**src/rtl/avmm_pio_bank_pkg.sv**
```systemverilog
// pio_bank_pkg: shared definitions for the Avalon-MM PIO bank.
//   - register offsets within a channel's 4-word window
//   - edge capture mode enum
//   - width helpers for the address bus and the debounce counter
package pio_bank_pkg;

  localparam logic [1:0] REG_DATA_IN  = 2'd0;
  localparam logic [1:0] REG_DATA_OUT = 2'd1;
  localparam logic [1:0] REG_EDGE_CAP = 2'd2;
  localparam logic [1:0] REG_IRQ_MASK = 2'd3;

  typedef enum logic [1:0] {
    EDGE_RISE = 2'd0,
    EDGE_FALL = 2'd1,
    EDGE_ANY  = 2'd2
  } edge_mode_e;

  // Word address width: channel index bits plus two register-select bits.
  function automatic int unsigned addr_w(input int unsigned num_ch);
    return $clog2(num_ch) + 2;
  endfunction

  // Debounce counter width; must hold the value DEBOUNCE_CYCLES itself.
  function automatic int unsigned cnt_w(input int unsigned cycles);
    return (cycles == 0) ? 1 : $clog2(cycles + 1);
  endfunction

endpackage

```
**src/rtl/avmm_pio_bank_debounce.sv**
```systemverilog
// pio_debounce: one PIO channel's input path.
//   clk, reset_n : clock, async active-low reset
//   pio_in       : raw asynchronous input word
//   deb          : synchronised, debounced word (DATA_IN)
//   edge_evt     : one-clock pulse per bit, valid in the cycle before deb
//                  changes in the direction selected by EDGE_MODE
module pio_debounce
  import pio_bank_pkg::*;
#(
  parameter int unsigned DATA_W          = 32,
  parameter int unsigned DEBOUNCE_CYCLES = 0,
  parameter int unsigned EDGE_MODE       = 2
) (
  input  logic              clk,
  input  logic              reset_n,
  input  logic [DATA_W-1:0] pio_in,
  output logic [DATA_W-1:0] deb,
  output logic [DATA_W-1:0] edge_evt
);

  localparam edge_mode_e MODE = edge_mode_e'(2'(EDGE_MODE));

  logic [DATA_W-1:0] s1;
  logic [DATA_W-1:0] s2;
  logic [DATA_W-1:0] deb_nxt;

  always_ff @(posedge clk or negedge reset_n) begin
    if (!reset_n) begin
      s1  <= '0;
      s2  <= '0;
      deb <= '0;
    end else begin
      s1  <= pio_in;
      s2  <= s1;
      deb <= deb_nxt;
    end
  end

  if (DEBOUNCE_CYCLES == 0) begin : g_nodeb
    assign deb_nxt = s2;
  end else begin : g_deb
    localparam int unsigned     CNT_W    = cnt_w(DEBOUNCE_CYCLES);
    localparam logic [CNT_W-1:0] CNT_LAST = CNT_W'(DEBOUNCE_CYCLES);

    logic [DATA_W-1:0] s2_d;
    logic [CNT_W-1:0]  cnt;
    logic [CNT_W-1:0]  cnt_nxt;
    logic [CNT_W-1:0]  run;

    // run = number of consecutive clocks s2 has shown its current value,
    // including this one. The count only advances while s2 differs from
    // deb, and deb takes s2 on the clock the run reaches DEBOUNCE_CYCLES.
    always_comb begin
      deb_nxt = deb;
      cnt_nxt = '0;
      run     = (s2 != s2_d) ? CNT_W'(1) : cnt + CNT_W'(1);
      if (s2 != deb) begin
        if (run == CNT_LAST) begin
          deb_nxt = s2;
        end else begin
          cnt_nxt = run;
        end
      end
    end

    always_ff @(posedge clk or negedge reset_n) begin
      if (!reset_n) begin
        s2_d <= '0;
        cnt  <= '0;
      end else begin
        s2_d <= s2;
        cnt  <= cnt_nxt;
      end
    end
  end

  // Computed from deb_nxt so the capture register sets on the same edge
  // that deb changes.
  always_comb begin
    edge_evt = '0;
    case (MODE)
      EDGE_RISE: edge_evt = deb_nxt & ~deb;
      EDGE_FALL: edge_evt = ~deb_nxt & deb;
      default:   edge_evt = deb_nxt ^ deb;
    endcase
  end

endmodule

```
**src/rtl/avmm_pio_bank.sv**
```systemverilog
// avmm_pio_bank: bank of NUM_CH parallel I/O channels on an Avalon-MM slave.
//   clk, reset_n     : clock, async active-low reset
//   avs_address      : {channel, reg[1:0]} word address
//   avs_read/write   : strobes; fixed read latency of 1, no waitrequest
//   avs_writedata    : write data (bits above DATA_W ignored)
//   avs_readdata     : registered read data, zero-extended
//   irq              : level interrupt, OR of (EDGE_CAP & IRQ_MASK) over channels
//   pio_in / pio_out : packed channel words, channel c at [c*DATA_W +: DATA_W]
module avmm_pio_bank
  import pio_bank_pkg::*;
#(
  parameter int unsigned NUM_CH          = 4,
  parameter int unsigned DATA_W          = 32,
  parameter int unsigned DEBOUNCE_CYCLES = 0,
  parameter int unsigned EDGE_MODE       = 2
) (
  input  logic                       clk,
  input  logic                       reset_n,
  input  logic [addr_w(NUM_CH)-1:0]  avs_address,
  input  logic                       avs_read,
  input  logic                       avs_write,
  input  logic [31:0]                avs_writedata,
  output logic [31:0]                avs_readdata,
  output logic                       irq,
  input  logic [NUM_CH*DATA_W-1:0]   pio_in,
  output logic [NUM_CH*DATA_W-1:0]   pio_out
);

  logic [DATA_W-1:0] data_out [NUM_CH];
  logic [DATA_W-1:0] edge_cap [NUM_CH];
  logic [DATA_W-1:0] irq_mask [NUM_CH];
  logic [DATA_W-1:0] deb      [NUM_CH];
  logic [DATA_W-1:0] edge_evt [NUM_CH];
  logic [DATA_W-1:0] edge_clr [NUM_CH];

  int unsigned       ch_sel;
  logic [1:0]        reg_sel;
  logic [DATA_W-1:0] wdata;
  logic [DATA_W-1:0] rd_word;

  assign ch_sel  = 32'(avs_address >> 2);
  assign reg_sel = avs_address[1:0];
  assign wdata   = avs_writedata[DATA_W-1:0];

  for (genvar c = 0; c < int'(NUM_CH); c++) begin : g_ch
    pio_debounce #(
      .DATA_W          (DATA_W),
      .DEBOUNCE_CYCLES (DEBOUNCE_CYCLES),
      .EDGE_MODE       (EDGE_MODE)
    ) u_debounce (
      .clk      (clk),
      .reset_n  (reset_n),
      .pio_in   (pio_in[c*DATA_W +: DATA_W]),
      .deb      (deb[c]),
      .edge_evt (edge_evt[c])
    );

    assign pio_out[c*DATA_W +: DATA_W] = data_out[c];
  end

  // Out-of-range channels never match ch_sel, so their writes fall away
  // and their reads return the zero default.
  always_comb begin
    for (int unsigned c = 0; c < NUM_CH; c++) begin
      edge_clr[c] = (avs_write && ch_sel == c && reg_sel == REG_EDGE_CAP) ? wdata : '0;
    end
  end

  always_comb begin
    rd_word = '0;
    for (int unsigned c = 0; c < NUM_CH; c++) begin
      if (ch_sel == c) begin
        case (reg_sel)
          REG_DATA_IN:  rd_word = deb[c];
          REG_DATA_OUT: rd_word = data_out[c];
          REG_EDGE_CAP: rd_word = edge_cap[c];
          default:      rd_word = irq_mask[c];
        endcase
      end
    end
  end

  always_ff @(posedge clk or negedge reset_n) begin
    if (!reset_n) begin
      for (int unsigned c = 0; c < NUM_CH; c++) begin
        data_out[c] <= '0;
        edge_cap[c] <= '0;
        irq_mask[c] <= '0;
      end
    end else begin
      for (int unsigned c = 0; c < NUM_CH; c++) begin
        if (avs_write && ch_sel == c) begin
          if (reg_sel == REG_DATA_OUT) data_out[c] <= wdata;
          if (reg_sel == REG_IRQ_MASK) irq_mask[c] <= wdata;
        end
        // Clear first, then OR in new edges: a same-cycle set wins.
        edge_cap[c] <= (edge_cap[c] & ~edge_clr[c]) | edge_evt[c];
      end
    end
  end

  // Registered read sees pre-write contents when read and write coincide.
  always_ff @(posedge clk or negedge reset_n) begin
    if (!reset_n) begin
      avs_readdata <= '0;
    end else if (avs_read) begin
      avs_readdata <= 32'(rd_word);
    end
  end

  always_comb begin
    irq = 1'b0;
    for (int unsigned c = 0; c < NUM_CH; c++) begin
      irq = irq | (|(edge_cap[c] & irq_mask[c]));
    end
  end

endmodule

```
**config.mk**
```make
export PLATFORM = sky130hd
export DESIGN_NAME = avmm_pio_bank
export DESIGN_NICKNAME = d
export VERILOG_FILES = /design/src/rtl/avmm_pio_bank_pkg.sv /design/src/rtl/avmm_pio_bank_debounce.sv /design/src/rtl/avmm_pio_bank.sv
export SDC_FILE = /design/constraint.sdc
export NUM_CORES = 1
export LEC_CHECK = 0
export CAP_MARGIN = 20
export CELL_PAD_IN_SITES_DETAIL_PLACEMENT = 0
export CELL_PAD_IN_SITES_GLOBAL_PLACEMENT = 1
export CORE_ASPECT_RATIO = 1.75
export CORE_MARGIN = 3
export CORE_UTILIZATION = 51
export DETAILED_ROUTE_END_ITERATION = 10
export PLACE_DENSITY = 0.86
export SYNTH_ARGS = -nofsm -noshare
export SYNTH_HDL_FRONTEND = slang
export SYNTH_SLANG_ARGS = --single-unit
```
**constraint.sdc**
```tcl
create_clock -name clk -period 4.4 [get_ports clk]
set_input_delay 0.44 -clock clk [delete_from_list [all_inputs] [get_ports clk]]
set_output_delay 0.44 -clock clk [all_outputs]
set_load 0.01 [all_outputs]
```
== Word level (Yosys, flattened, before mapping) ==
Cells that the tools add are included.
Storage, ports and cells
  flip-flop bits (word level): 800
  input bits: 168
  output and inout port bits: 161
  word-level logic and storage cells: 88
Cells by class
  equal/unequal tests: 6
  mux-type cells: 12
  bitwise operators: 23
  reduce and logical (&&, ||, !) cells: 22
Operators by type and width (number)
  $pmux W32 S3: 4
  $and A32 B32 Y32: 8
  $mux W32: 8
  $not A32 Y32: 4
  $or A32 B32 Y32: 4
  $reduce_or A32 Y1: 4
  $xor A32 B32 Y32: 4
  $logic_not A32 Y1: 1
  $reduce_and A2 Y1: 8
  $eq A2 B2 Y1 const B: 4
  $logic_and A1 B1 Y1: 8
  $eq A2 B1 Y1 const B: 2
  $or A1 B1 Y1: 3
  $logic_not A2 Y1: 1

== Longest topological paths before layout ==
Gate-level depths: netlist of the first run.
  word-level depth: 7
  gate-level depth with buffers: 7
  mapped depth without buffers: 5

== Cells and area by module ==
From an unflattened synthesis of the first run, not the netlist that was laid out.
Second synthesis, totals
  cell total of the unflattened synthesis: 1985
  area, all modules: 30825.8 um^2
By module, submodules not included
  avmm_pio_bank: instances 1, cells an instance 1473, area each 20095.5 um^2, seq. area each 10410.0 um^2
  pio_debounce: instances 4, cells an instance 128, area each 2682.6 um^2, seq. area each 2402.3 um^2

== Worst setup path after synthesis of the first run ==
OpenSTA, ideal clock, no wires.
  kind: input to register
  from: input avs_address[0]
  to: register avs_readdata[14]
  library setup time: 0.152 ns
  data arrival time: 1.613 ns
  required time: 4.248 ns
  setup slack: 2.635 ns
  stages: 6
  path buffers: 3
  cell sequence: buf_6 -> buf_12 -> buf_8 -> mux4_2 -> mux2i_1 -> a221oi_2
Between the ends
  cells in the longest elaborated chain, start to end: 6
  elaborated cells between the ends (all ways): 11
  classes of those cells: eq/ne (2); mux (8); reduce/logical (1)
Ends and longest elaborated chain
  start, declared: line avmm_pio_bank.sv:19  | input logic [addr_w(NUM_CH)-1:0] avs_address,
  $eq A2 B2 Y1, or another cell as far along: line avmm_pio_bank.sv:73  | case (reg_sel)
  $pmux W32 S3: line avmm_pio_bank.sv:73
  $mux W32 (3 in a row): line avmm_pio_bank.sv:72  | if (ch_sel == c) begin
  $mux W32 *: line avmm_pio_bank.sv:72
  end signal, assigned: line avmm_pio_bank.sv:107  | avs_readdata <= 32'(rd_word);
  end, declared: line avmm_pio_bank.sv:23  | output logic [31:0] avs_readdata,
Mark *: on every way between the ends. The rest lies on a longest branch, timed or not.
A chain may end at the register's enable or synchronous reset.

== Worst setup path after layout of the first run ==
  from: register irq_mask[77] in the netlist's numbering
  to: output irq
Between the ends
  cells in the longest elaborated chain, start to end: 5
Ends and longest elaborated chain
  start, declared: line avmm_pio_bank.sv:31  | logic [DATA_W-1:0] irq_mask [NUM_CH];
  start signal, assigned by index: line avmm_pio_bank.sv:94  | if (reg_sel == REG_IRQ_MASK) irq_mask[c] <= wdata;
  $and A32 B32 Y32: line avmm_pio_bank.sv:114  | irq = irq | (|(edge_cap[c] & irq_mask[c]));
  $reduce_or A32 Y1: line avmm_pio_bank.sv:114
  $or A1 B1 Y1 (3 in a row): line avmm_pio_bank.sv:114
  end, declared: line avmm_pio_bank.sv:24  | output logic irq,
No other way between the ends.

==> out/qor.txt, run 1 <==
Worst setup path class = register to output pin
Result of the run = finished clean
Final clock skew = 0.01968 ns
Diode insertion count for antenna repair = 0
Maximum Capacitance Violations = 0
Number of nets in the finished design = 2,438
Cts hold-fix bufs = 1
Initial standard-cell utilization of the core = 51.70%
Number of top-level pins = 329
Proportion of synthesized chip area in sequential cells = 64.21%
Most frequently used flop master after synthesis = sky130_fd_sc_hd__dfrtp_1
H-tree levels = 3
Most used cells in the layout excluding fill and tap cells = 800 x sky130_fd_sc_hd__dfrtp_1, 323 x sky130_fd_sc_hd__clkdlybuf4s50_1, 241 x sky130_fd_sc_hd__mux2_1
Portion of total power attributed to sequential cells = 48.9%
Total vias in the final route = 18,990
Highest fanout seen on the critical path = 3
Cell count of the worst hold path = 1
Chip height = 333.1 µm
Overall routing resource usage = 30.08%
Total power draw = 18.38 mW
Switching power share of the total = 26.54%
RSZ-0062 raised after global routing = false
Synth cell types = 41
Count of final setup violators = 0
CTS sink cnt = 800
Number of antenna violations at the first check in global routing = 1
Half-perimeter wire length after detailed placement = 66,490 µm
Class of the most critical hold timing path = input pin to register
GRT Residual Overflow = 0
Post-Syn Instances = 1,950
Design internal power = 13.50 mW
Sequential cell area in the final layout = 20,020 µm²
Part of the total power dissipated in the clock network = 36.0%
Pre-CTS setup slack = 1.157 ns
Cell leakage power = 15.38 nW
CTS tree = done
Commonest non-fill, non-tap cell in the layout = sky130_fd_sc_hd__dfrtp_1
CTS clk-pin slew, worst paths = 0.06 ns
Number of placement rows = 119
Critical-path cell list = a22o_1 -> a221oi_1 -> nand4_1 -> nor4_1 -> nand3_1 -> clkdlybuf4s50_1
Number of DRC violations after detailed routing = 0
Drt first pass iters = 5
Number of register bits inferred by synthesis = 800
IR Drop Worst-Case VDD = 461.6 µV
Number of nets produced by synthesis = 2,118
Average cell area after synthesis = 15.99 µm²
Maximum operating frequency = 260.6 MHz
Critical path required time = 3.96 ns
Number of slew-limit violations in the final report = 0
Fraction of registers with async set/reset = 100.0%
Via density per instance = 6.110
Combined area of all synthesized cells = 31,180 µm²
YS warnings = 0
Largest incremental delay on the critical path = 0.58 ns
Portion of total power attributed to combinational logic = 15.1%
Reported net switching power = 4.878 mW
CORE AREA = 60,300 µm²
Worst slew margin relative to its limit = 29.67%
Total CTS buffers = 71
Clk Tree Root Cell = sky130_fd_sc_hd__clkbuf_16
Filler Cell Count = 4,423
CP endpoint kind = output pin
Smallest hold slack = 0.2507 ns
Final Worst Setup Slack = 0.5625 ns
DIE WIDTH = 192.9 µm
Multi-input gate area = 10,360 µm²
Total detailed-routing wirelength = 94,750 µm
Pwr dens = 488.5 nW/µm²
Post-cts gate resize count = 0
Number of flops mapped to enable cells by yosys = 0
Reg2Reg Depth = 4
Share of layout cells above drive strength 1 = 14.69%
WP data arrival = 3.40 ns
Number of input and output port buffers inserted = 328
Wire length of the first global-routing pass = 139,400 µm
Minimum clock period = 3.838 ns
Area growth from synthesis to layout = 20.69%
Transition at the pin with the smallest max-transition slack = 1.055 ns
Post-route ant nets = 0
Maximum number of buffers from clock root to sink = 3
Number of DRC markers after the initial detailed-route iteration = 1,688
Average wire length per cell after detail routing = 30.49 µm
Final Hold Fails = 0
Largest net degree at the start of global routing = 112
Post-Route Setup TNS = 0 ns
Critical-path cell with the highest stage delay = sky130_fd_sc_hd__a221oi_1
Area of the die = 64,250 µm²
Via count of the first global-routing pass = 20,400
Final GP Congestion = 0.9129
Buffers inserted by post-CTS timing repair = 0
Critical Path Source Type = register
Worst skew pair latency = 0.62 ns
Part of the cycle the worst path needs = 87.22%
-- flip-flops by register name (all words and copies together), names as in the netlist --
| name | count |
|---|---|
| g_ch.u_debounce.deb_nxt | 128 |
| g_ch.u_debounce.deb | 128 |
| g_ch.u_debounce.s1 | 128 |
| irq_mask | 128 |
| edge_cap | 128 |
| pio_out | 128 |
| avs_readdata | 32 |
-- cell type report --
type | instances | area share [%]
repair buffers | 369 | 10.08
clock buffers | 102 | 5.683
multi-input cells | 1028 | 27.54
clock inverters | 23 | 0.8778
well taps | 786 | 2.614
flip-flops and latches | 800 | 53.20
-- worst paths after layout --
check / to / slack (ns) / start
max: irq / 0.56 / irq_mask[77]$_DFFE_PN0P_
min: g_ch[3].u_debounce.s1[0]$_DFF_PN0_ / 0.25 / pio_in[96]
max reg2reg: avs_readdata[28]$_DFFE_PN0P_ / 2.65 / edge_cap[92]$_DFF_PN0_
min reg2reg: g_ch[1].u_debounce.deb_nxt[5]$_DFF_PN0_ / 0.34 / g_ch[1].u_debounce.s1[5]$_DFF_PN0_
max in group asynchronous: g_ch[2].u_debounce.s1[29]$_DFF_PN0_ / 2.71 / reset_n
min in group asynchronous: g_ch[2].u_debounce.deb[20]$_DFF_PN0_ / 0.51 / reset_n
-- power by group through the flow --
| stage | registers, mW | clock network [mW] | logic [mW] |
|---|---|---|---|
| floorplan | 8.84 | 0 | 1.20 |
| global placement | 9.05 | 0 | 2.73 |
| detailed placement | 9.09 | 0 | 2.79 |
| CTS | 8.97 | 6.71 | 2.81 |
| global route | 9.05 | 7.01 | 2.96 |
| finish | 8.98 | 6.62 | 2.78 |
-- routing by layer --
layer  part of all wire, %  track usage [%]
met1                    36            38.33
met2                    49            48.17
met3                   7.9            5.900
met4                   7.0            17.39
met5                 0.011                0
-- metrics by stage --
step / util [%] / std cells / cell area (µm²)
final: 62.40 / 3108 / 37630
after floorplan: - / 1950 / 31180
after detailed placement: 58.29 / 2982 / 35150
after global routing: 62.40 / 3108 / 37630
after global placement: 58.29 / 2982 / 35150
after CTS: 62.40 / 3108 / 37630
-- cells by family after synthesis --
| family | Yosys count | share of synthesized area, % |
|---|---|---|
| muxes | 417 | 19.02 |
| buffers and inverters | 122 | 2.609 |
| and+or+nand+nor | 214 | 3.335 |
| AOI/OAI and AO/OA | 269 | 7.232 |
| xor gates and xnor gates | 128 | 3.596 |
| DFF | 800 | 64.21 |
-- worst max-delay path: cells and delay by family (launching register included) --
| kind | cells | cell delay [ns] |
|---|---|---|
| buf+inv | 1 | 0.55 |
| compound gates | 2 | 0.81 |
| simple gates | 3 | 1.01 |
| flops | 1 | 0.40 |
-- synthesized netlist by cell type, types with 4 or more instances --
cell                        count  area [µm²]
sky130_fd_sc_hd__mux2_2        22       247.7
sky130_fd_sc_hd__nor2b_1       13       81.33
sky130_fd_sc_hd__a21o_1       128       960.9
sky130_fd_sc_hd__dfrtp_1      800       20020
sky130_fd_sc_hd__nor2_2         5       31.28
sky130_fd_sc_hd__mux4_2       114        2567
sky130_fd_sc_hd__mux2_1       241        2714
sky130_fd_sc_hd__nor2_4         8       90.09
sky130_fd_sc_hd__a221oi_1      24       210.2
sky130_fd_sc_hd__clkbuf_1      39       146.4
sky130_fd_sc_hd__a22o_1        30       262.8
sky130_fd_sc_hd__o22ai_1       31       193.9
sky130_fd_sc_hd__nand4_1       10       62.56
sky130_fd_sc_hd__mux2i_1       40       400.4
sky130_fd_sc_hd__nor2_1        28       105.1
sky130_fd_sc_hd__nor4_1         7       43.79
sky130_fd_sc_hd__xor2_1       128        1121
sky130_fd_sc_hd__a221oi_2      25       375.4
sky130_fd_sc_hd__buf_6         22       247.7
sky130_fd_sc_hd__a2111oi_1      6       60.06
sky130_fd_sc_hd__a22oi_1       16       120.1
sky130_fd_sc_hd__nor3_1         4       20.02
sky130_fd_sc_hd__buf_2         33       165.2
sky130_fd_sc_hd__nand2_1      128       480.5
sky130_fd_sc_hd__buf_4         21       157.7
sky130_fd_sc_hd__a211oi_1       6       45.04
Note: power is estimated with default switching activity, not from simulation.
==> inputs of run 2 (changes only) <==
--- a/config.mk
+++ b/config.mk
@@ -8,7 +8,7 @@
 export CAP_MARGIN = 20
 export CELL_PAD_IN_SITES_DETAIL_PLACEMENT = 0
 export CELL_PAD_IN_SITES_GLOBAL_PLACEMENT = 1
-export CORE_ASPECT_RATIO = 1.75
+export CORE_ASPECT_RATIO = 1.1
 export CORE_MARGIN = 3
 export CORE_UTILIZATION = 51
 export DETAILED_ROUTE_END_ITERATION = 10
==> run 2 against run 1 <==
  * Design area up 1.2%
  * Hold slack worse by 0.012 ns
  * Count of clock-buffer cells in the layout up 10
  * Register-to-register slack better by 0.02 ns
  * Largest cell class unchanged
  * Critical path type unchanged
  * First-iteration DRC count up 9.7%
  * Core utilization up 0.85 points
  * Die area down 0.18%
==> out/qor.txt, run 2 (synthesis gave the netlist of run 1 again) <==
Share of layout cells above drive strength 1 = 15.62%
Class of the most critical hold timing path = input pin to register
Post-route ant nets = 0
Most used cells in the layout excluding fill and tap cells = 800 x sky130_fd_sc_hd__dfrtp_1, 323 x sky130_fd_sc_hd__clkdlybuf4s50_1, 241 x sky130_fd_sc_hd__mux2_1
Largest net degree at the start of global routing = 136
Layout Cells excl Fill = 3,166
GR Util met2 = 47.68%
Drt first pass iters = 7
Worst setup path class = register to output pin
Minimum clock period = 3.920 ns
Number of top-level pins = 329
Clk Tree Root Cell = sky130_fd_sc_hd__clkbuf_16
Final GP Congestion = 0.8779
Area of the die = 64,140 µm²
Maximum number of buffers from clock root to sink = 3
Worst skew pair latency = 0.63 ns
Pwr dens = 503.8 nW/µm²
Cell leakage power = 15.60 nW
Finished Core Util = 63.25%
CTS clk-pin slew, worst paths = 0.06 ns
GR peak layer = met2
Final Instance Area = 38,090 µm²
Result of the run = finished clean
Buffers inserted by post-CTS timing repair = 0
GRT Residual Overflow = 0
Number of placement rows = 94
Highest fanout seen on the critical path = 3
WP data arrival = 3.48 ns
Critical Path Source Type = register
Met1 layer usage reported by global route = 38.57%
Area growth from synthesis to layout = 22.17%
Part of the cycle the worst path needs = 89.08%
Post-Route Setup TNS = 0 ns
Number of DRC violations after detailed routing = 0
Chip height = 265.3 µm
Maximum operating frequency = 255.1 MHz
CTS tree = done
Cell count after placement = 3,016
Worst slew margin relative to its limit = 29.87%
Critical path required time = 3.96 ns
Commonest non-fill, non-tap cell in the layout = sky130_fd_sc_hd__dfrtp_1
Post-cts gate resize count = 0
Total detailed-routing wirelength = 95,170 µm
Average wire length per cell after detail routing = 30.06 µm
Total vias in the final route = 19,100
Total CTS buffers = 80
Half-perimeter wire length after detailed placement = 65,140 µm
H-tree levels = 3
Wire length of the first global-routing pass = 139,200 µm
Count of final setup violators = 0
Cell Area, Placed = 35,180 µm²
Total power draw = 19.19 mW
IR Drop Worst-Case VDD = 313.7 µV
Number of antenna violations at the first check in global routing = 2
Number of input and output port buffers inserted = 328
CORE AREA = 60,220 µm²
CP endpoint kind = output pin
Overall routing resource usage = 29.87%
Transition at the pin with the smallest max-transition slack = 1.052 ns
Met3 Use GR = 8.176%
Via count of the first global-routing pass = 20,390
Final Hold Fails = 0
Final clock skew = 0.02448 ns
RSZ-0062 raised after global routing = false
DIE WIDTH = 241.7 µm
Number of slew-limit violations in the final report = 0
Maximum Capacitance Violations = 0
Number of DRC markers after the initial detailed-route iteration = 1,852
Initial standard-cell utilization of the core = 51.77%
Via density per instance = 6.034
CTS sink cnt = 800
Number of nets in the finished design = 2,451
-- run 2: worst max-delay path, cell delays in order (launching register included) --
cell and delay [ns]:
sky130_fd_sc_hd__dfrtp_1 0.40, sky130_fd_sc_hd__a22o_1 0.33, sky130_fd_sc_hd__a221oi_1 0.55, sky130_fd_sc_hd__nand4_1 0.18, sky130_fd_sc_hd__nor4_1 0.53, sky130_fd_sc_hd__nand3_1 0.29, sky130_fd_sc_hd__clkdlybuf4s50_1 0.56
-- run 2: per-stage QoR --
stage               hold slack [ns]  worst slack (ns)
finish                       0.2383            0.4803
CTS                          0.2138            0.5916
floorplan                    0.1444             2.635
global placement             0.3325             1.232
global route                 0.2330            0.3851
detailed placement           0.3347             1.162
-- run 2: worst paths after layout --
| path | slack (ns) | cells after the start | from | to |
|---|---|---|---|---|
| setup / recovery | 0.48 | 6 | irq_mask[39]$_DFFE_PN0P_ | irq |
| max in group asynchronous | 2.71 | 4 | reset_n | g_ch[2].u_debounce.s1[27]$_DFF_PN0_ |
| hold / removal | 0.24 | 1 | pio_in[10] | g_ch[0].u_debounce.s1[10]$_DFF_PN0_ |
| hold reg to reg | 0.34 | 0 | g_ch[3].u_debounce.s1[22]$_DFF_PN0_ | g_ch[3].u_debounce.deb_nxt[22]$_DFF_PN0_ |
| min in group asynchronous | 0.44 | 2 | reset_n | g_ch[2].u_debounce.deb_nxt[17]$_DFF_PN0_ |
| setup reg to reg | 2.67 | 3 | edge_cap[66]$_DFF_PN0_ | avs_readdata[2]$_DFFE_PN0P_ |
-- run 2: cell type report --
class | count | area (µm²)
fillers | 4377 | 22130
repair buffers | 373 | 3786
diodes | 1 | 2.502
well taps | 816 | 1021
flip-flops and latches | 800 | 20020
clock buffers | 112 | 2355
multi-input cells | 1028 | 10360
clock inverters | 36 | 545.5
-- run 2: power breakdown --
group          internal, mW  switching (mW)
sequential             8.15           0.891
clock                  4.47            2.94
combinational          1.50            1.24
-- run 2: routing by layer --
metal  up-vias  routed length [µm]
met2       987               45050
met3       217                8925
met1     10150               36210
met4         4                4883
li1       7750                   -
met5         -                  99
-- run 2: timing repair --
item                                    in CTS  in global routing
endpoints found under the setup margin       0                  0
endpoints found under the hold margin       88                  0
hold buffers                                 1                  0
==> inputs of run 3 (changes only) <==
--- a/config.mk
+++ b/config.mk
@@ -8,7 +8,7 @@
 export CAP_MARGIN = 20
 export CELL_PAD_IN_SITES_DETAIL_PLACEMENT = 0
 export CELL_PAD_IN_SITES_GLOBAL_PLACEMENT = 1
-export CORE_ASPECT_RATIO = 1.1
+export CORE_ASPECT_RATIO = 0.5
 export CORE_MARGIN = 3
 export CORE_UTILIZATION = 51
 export DETAILED_ROUTE_END_ITERATION = 10
@@ -16,3 +16,4 @@
 export SYNTH_ARGS = -nofsm -noshare
 export SYNTH_HDL_FRONTEND = slang
 export SYNTH_SLANG_ARGS = --single-unit
+export TNS_END_PERCENT = 30
==> run 3 against run 2 <==
  * Via count decreased by 1.7%
  * Register-to-register slack got worse by 0.04 ns
  * Design area down 1.3%
  * Hold slack better by 0.015 ns
  * Clock skew grew 0.0036 ns
  * Global-route usage is 0.84 points lower
  * Sequential share of layout area is 0.68 points higher
  * Setup slack better by 0.30 ns
  * First-iteration DRC count increased by 6.7%
  * Count of clock-buffer cells in the layout down 16
  * Die area is 0.28% higher
  * Critical path type unchanged
  * Critical endpoint unchanged
  * Largest power group unchanged
==> out/qor.txt, run 3 (synthesis gave the netlist of run 1 again) <==
Result of the run = finished clean
Total vias in the final route = 18,770
Top Family by Delay on Critical Path = compound AO/OA/AOI/OAI gates
RSZ-0062 raised after global routing = false
Chip height = 180.8 µm
Half-perimeter wire length after detailed placement = 63,270 µm
Number of nets in the finished design = 2,440
WP data arrival = 3.18 ns
Commonest non-fill, non-tap cell in the layout = sky130_fd_sc_hd__dfrtp_1
Number of DRC violations after detailed routing = 0
Cell leakage power = 15.35 nW
Area growth from synthesis to layout = 20.61%
IR Drop Worst-Case VDD = 283.6 µV
Maximum Capacitance Violations = 0
Highest fanout seen on the critical path = 3
Worst slew margin relative to its limit = 30.64%
Part of the cycle the worst path needs = 82.33%
DIE WIDTH = 355.7 µm
Number of top-level pins = 329
Via count of the first global-routing pass = 19,970
Minimum clock period = 3.622 ns
Largest net degree at the start of global routing = 131
CTS sink cnt = 800
Overall routing resource usage = 29.03%
Smallest hold slack = 0.2531 ns
Critical path required time = 3.96 ns
Finished Core Util = 62.85%
Number of placement rows = 63
Average wire length per cell after detail routing = 29.31 µm
Count of final setup violators = 0
Transition at the pin with the smallest max-transition slack = 1.040 ns
GRT Residual Overflow = 0
Post-cts gate resize count = 0
Buffers inserted by post-CTS timing repair = 0
Critical Path Source Type = register
Initial standard-cell utilization of the core = 52.11%
Maximum operating frequency = 276.1 MHz
Final clock skew = 0.02803 ns
Final GP Congestion = 0.9106
Most used cells in the layout excluding fill and tap cells = 800 x sky130_fd_sc_hd__dfrtp_1, 323 x sky130_fd_sc_hd__clkdlybuf4s50_1, 241 x sky130_fd_sc_hd__mux2_1
Drt first pass iters = 5
Worst setup path class = register to output pin
Number of antenna violations at the first check in global routing = 4
Largest incremental delay on the critical path = 0.71 ns
Total detailed-routing wirelength = 91,960 µm
Final Worst Setup Slack = 0.7775 ns
CTS clk-pin slew, worst paths = 0.07 ns
Critical-path cell list = a22o_1 -> a221oi_1 -> nand4_1 -> nor4_1 -> nand3_1 -> clkdlybuf4s50_1
Clk Tree Root Cell = sky130_fd_sc_hd__clkbuf_16
Wire length of the first global-routing pass = 136,400 µm
Diode insertion count for antenna repair = 0
Worst skew pair latency = 0.61 ns
Share of layout cells above drive strength 1 = 14.88%
CTS tree = done
Via density per instance = 5.984
H-tree levels = 3
Total CTS buffers = 71
Combined buffer and inverter count along the critical path = 1
Critical-path cell with the highest stage delay = sky130_fd_sc_hd__a221oi_1
Post-Route Setup TNS = 0 ns
Number of DRC markers after the initial detailed-route iteration = 1,977
CORE AREA = 59,830 µm²
Number of slew-limit violations in the final report = 0
Maximum number of buffers from clock root to sink = 3
CP endpoint kind = output pin
Post-route ant nets = 0
Final Hold Fails = 0
Pwr dens = 488.0 nW/µm²
Pre-CTS setup slack = 1.311 ns
Class of the most critical hold timing path = input pin to register
Area of the die = 64,310 µm²
Number of input and output port buffers inserted = 328
[run 3: changes by cell type in the layout (fill, tap and decap cells not counted), sizes merged]
cell | before | now
buf | 48 | 46
bufinv | 12 | 8
clkbuf | 113 | 97
clkinv | 19 | 12
clkinvlp | 2 | 7
diode | 1 | 0
[run 3: repair_timing]
item	CTS	global route
endpoints found under the hold margin	77	0
hold buffers	1	0
setup endpoints to repair	0	0
[run 3: stage by stage]
| step | cells | instance area, µm² | total power [mW] |
|---|---|---|---|
| CTS | 3137 | 37600 | 18.42 |
| floorplan | 1950 | 31180 | 10.04 |
| detailed placement | 3010 | 35130 | 11.85 |
| global route | 3137 | 37600 | 18.98 |
| finish | 3137 | 37600 | 18.35 |
| global placement | 3010 | 35130 | 11.77 |
[run 3: metal layers]
metal  track usage (%)  routed length (µm)  vias to the layer above
li1                  -                   -                     7714
met1             40.55               36780                    10040
met2             44.56               42870                      866
met3             9.272               10070                      152
met4             7.292                2226                        2
met5                 0                  13                        -
[run 3: worst paths after layout]
check / start / endpoint / slack, ns / cells past startpoint
max: irq_mask[9]$_DFFE_PN0P_ / irq / 0.78 / 6
min: pio_in[82] / g_ch[2].u_debounce.s1[18]$_DFF_PN0_ / 0.25 / 1
max reg2reg: irq_mask[66]$_DFFE_PN0P_ / avs_readdata[2]$_DFFE_PN0P_ / 2.63 / 3
min reg2reg: g_ch[1].u_debounce.s1[12]$_DFF_PN0_ / g_ch[1].u_debounce.deb_nxt[12]$_DFF_PN0_ / 0.34 / 0
max in group asynchronous: reset_n / g_ch[1].u_debounce.s1[26]$_DFF_PN0_ / 2.75 / 3
min in group asynchronous: reset_n / g_ch[2].u_debounce.deb_nxt[20]$_DFF_PN0_ / 0.46 / 2
[run 3: report_power, final]
part / switching, mW / total (mW) / internal [mW]
combinational: 1.23 / 2.72 / 1.50
sequential: 0.874 / 9.02 / 8.15
clock: 2.80 / 6.60 / 3.80
total: 4.91 / 18.3 / 13.4
[run 3: worst register-to-register path: cells and delay by family (launching register included)]
kind	cells	cell delay, ns
flip-flops	1	0.52
AO/OA/AOI/OAI	2	0.55
multiplexers	1	0.53
[run 3: layout make-up]
| type | instances | area, µm² |
|---|---|---|
| Fill cell | 4361 | 22230 |
| Sequential cell | 800 | 20020 |
| Multi-Input combinational cell | 1028 | 10360 |
| Timing Repair Buffer | 371 | 3746 |
| Clock buffer | 96 | 2076 |
| Tap cell | 812 | 1016 |
| Clock inverter | 30 | 382.9 |
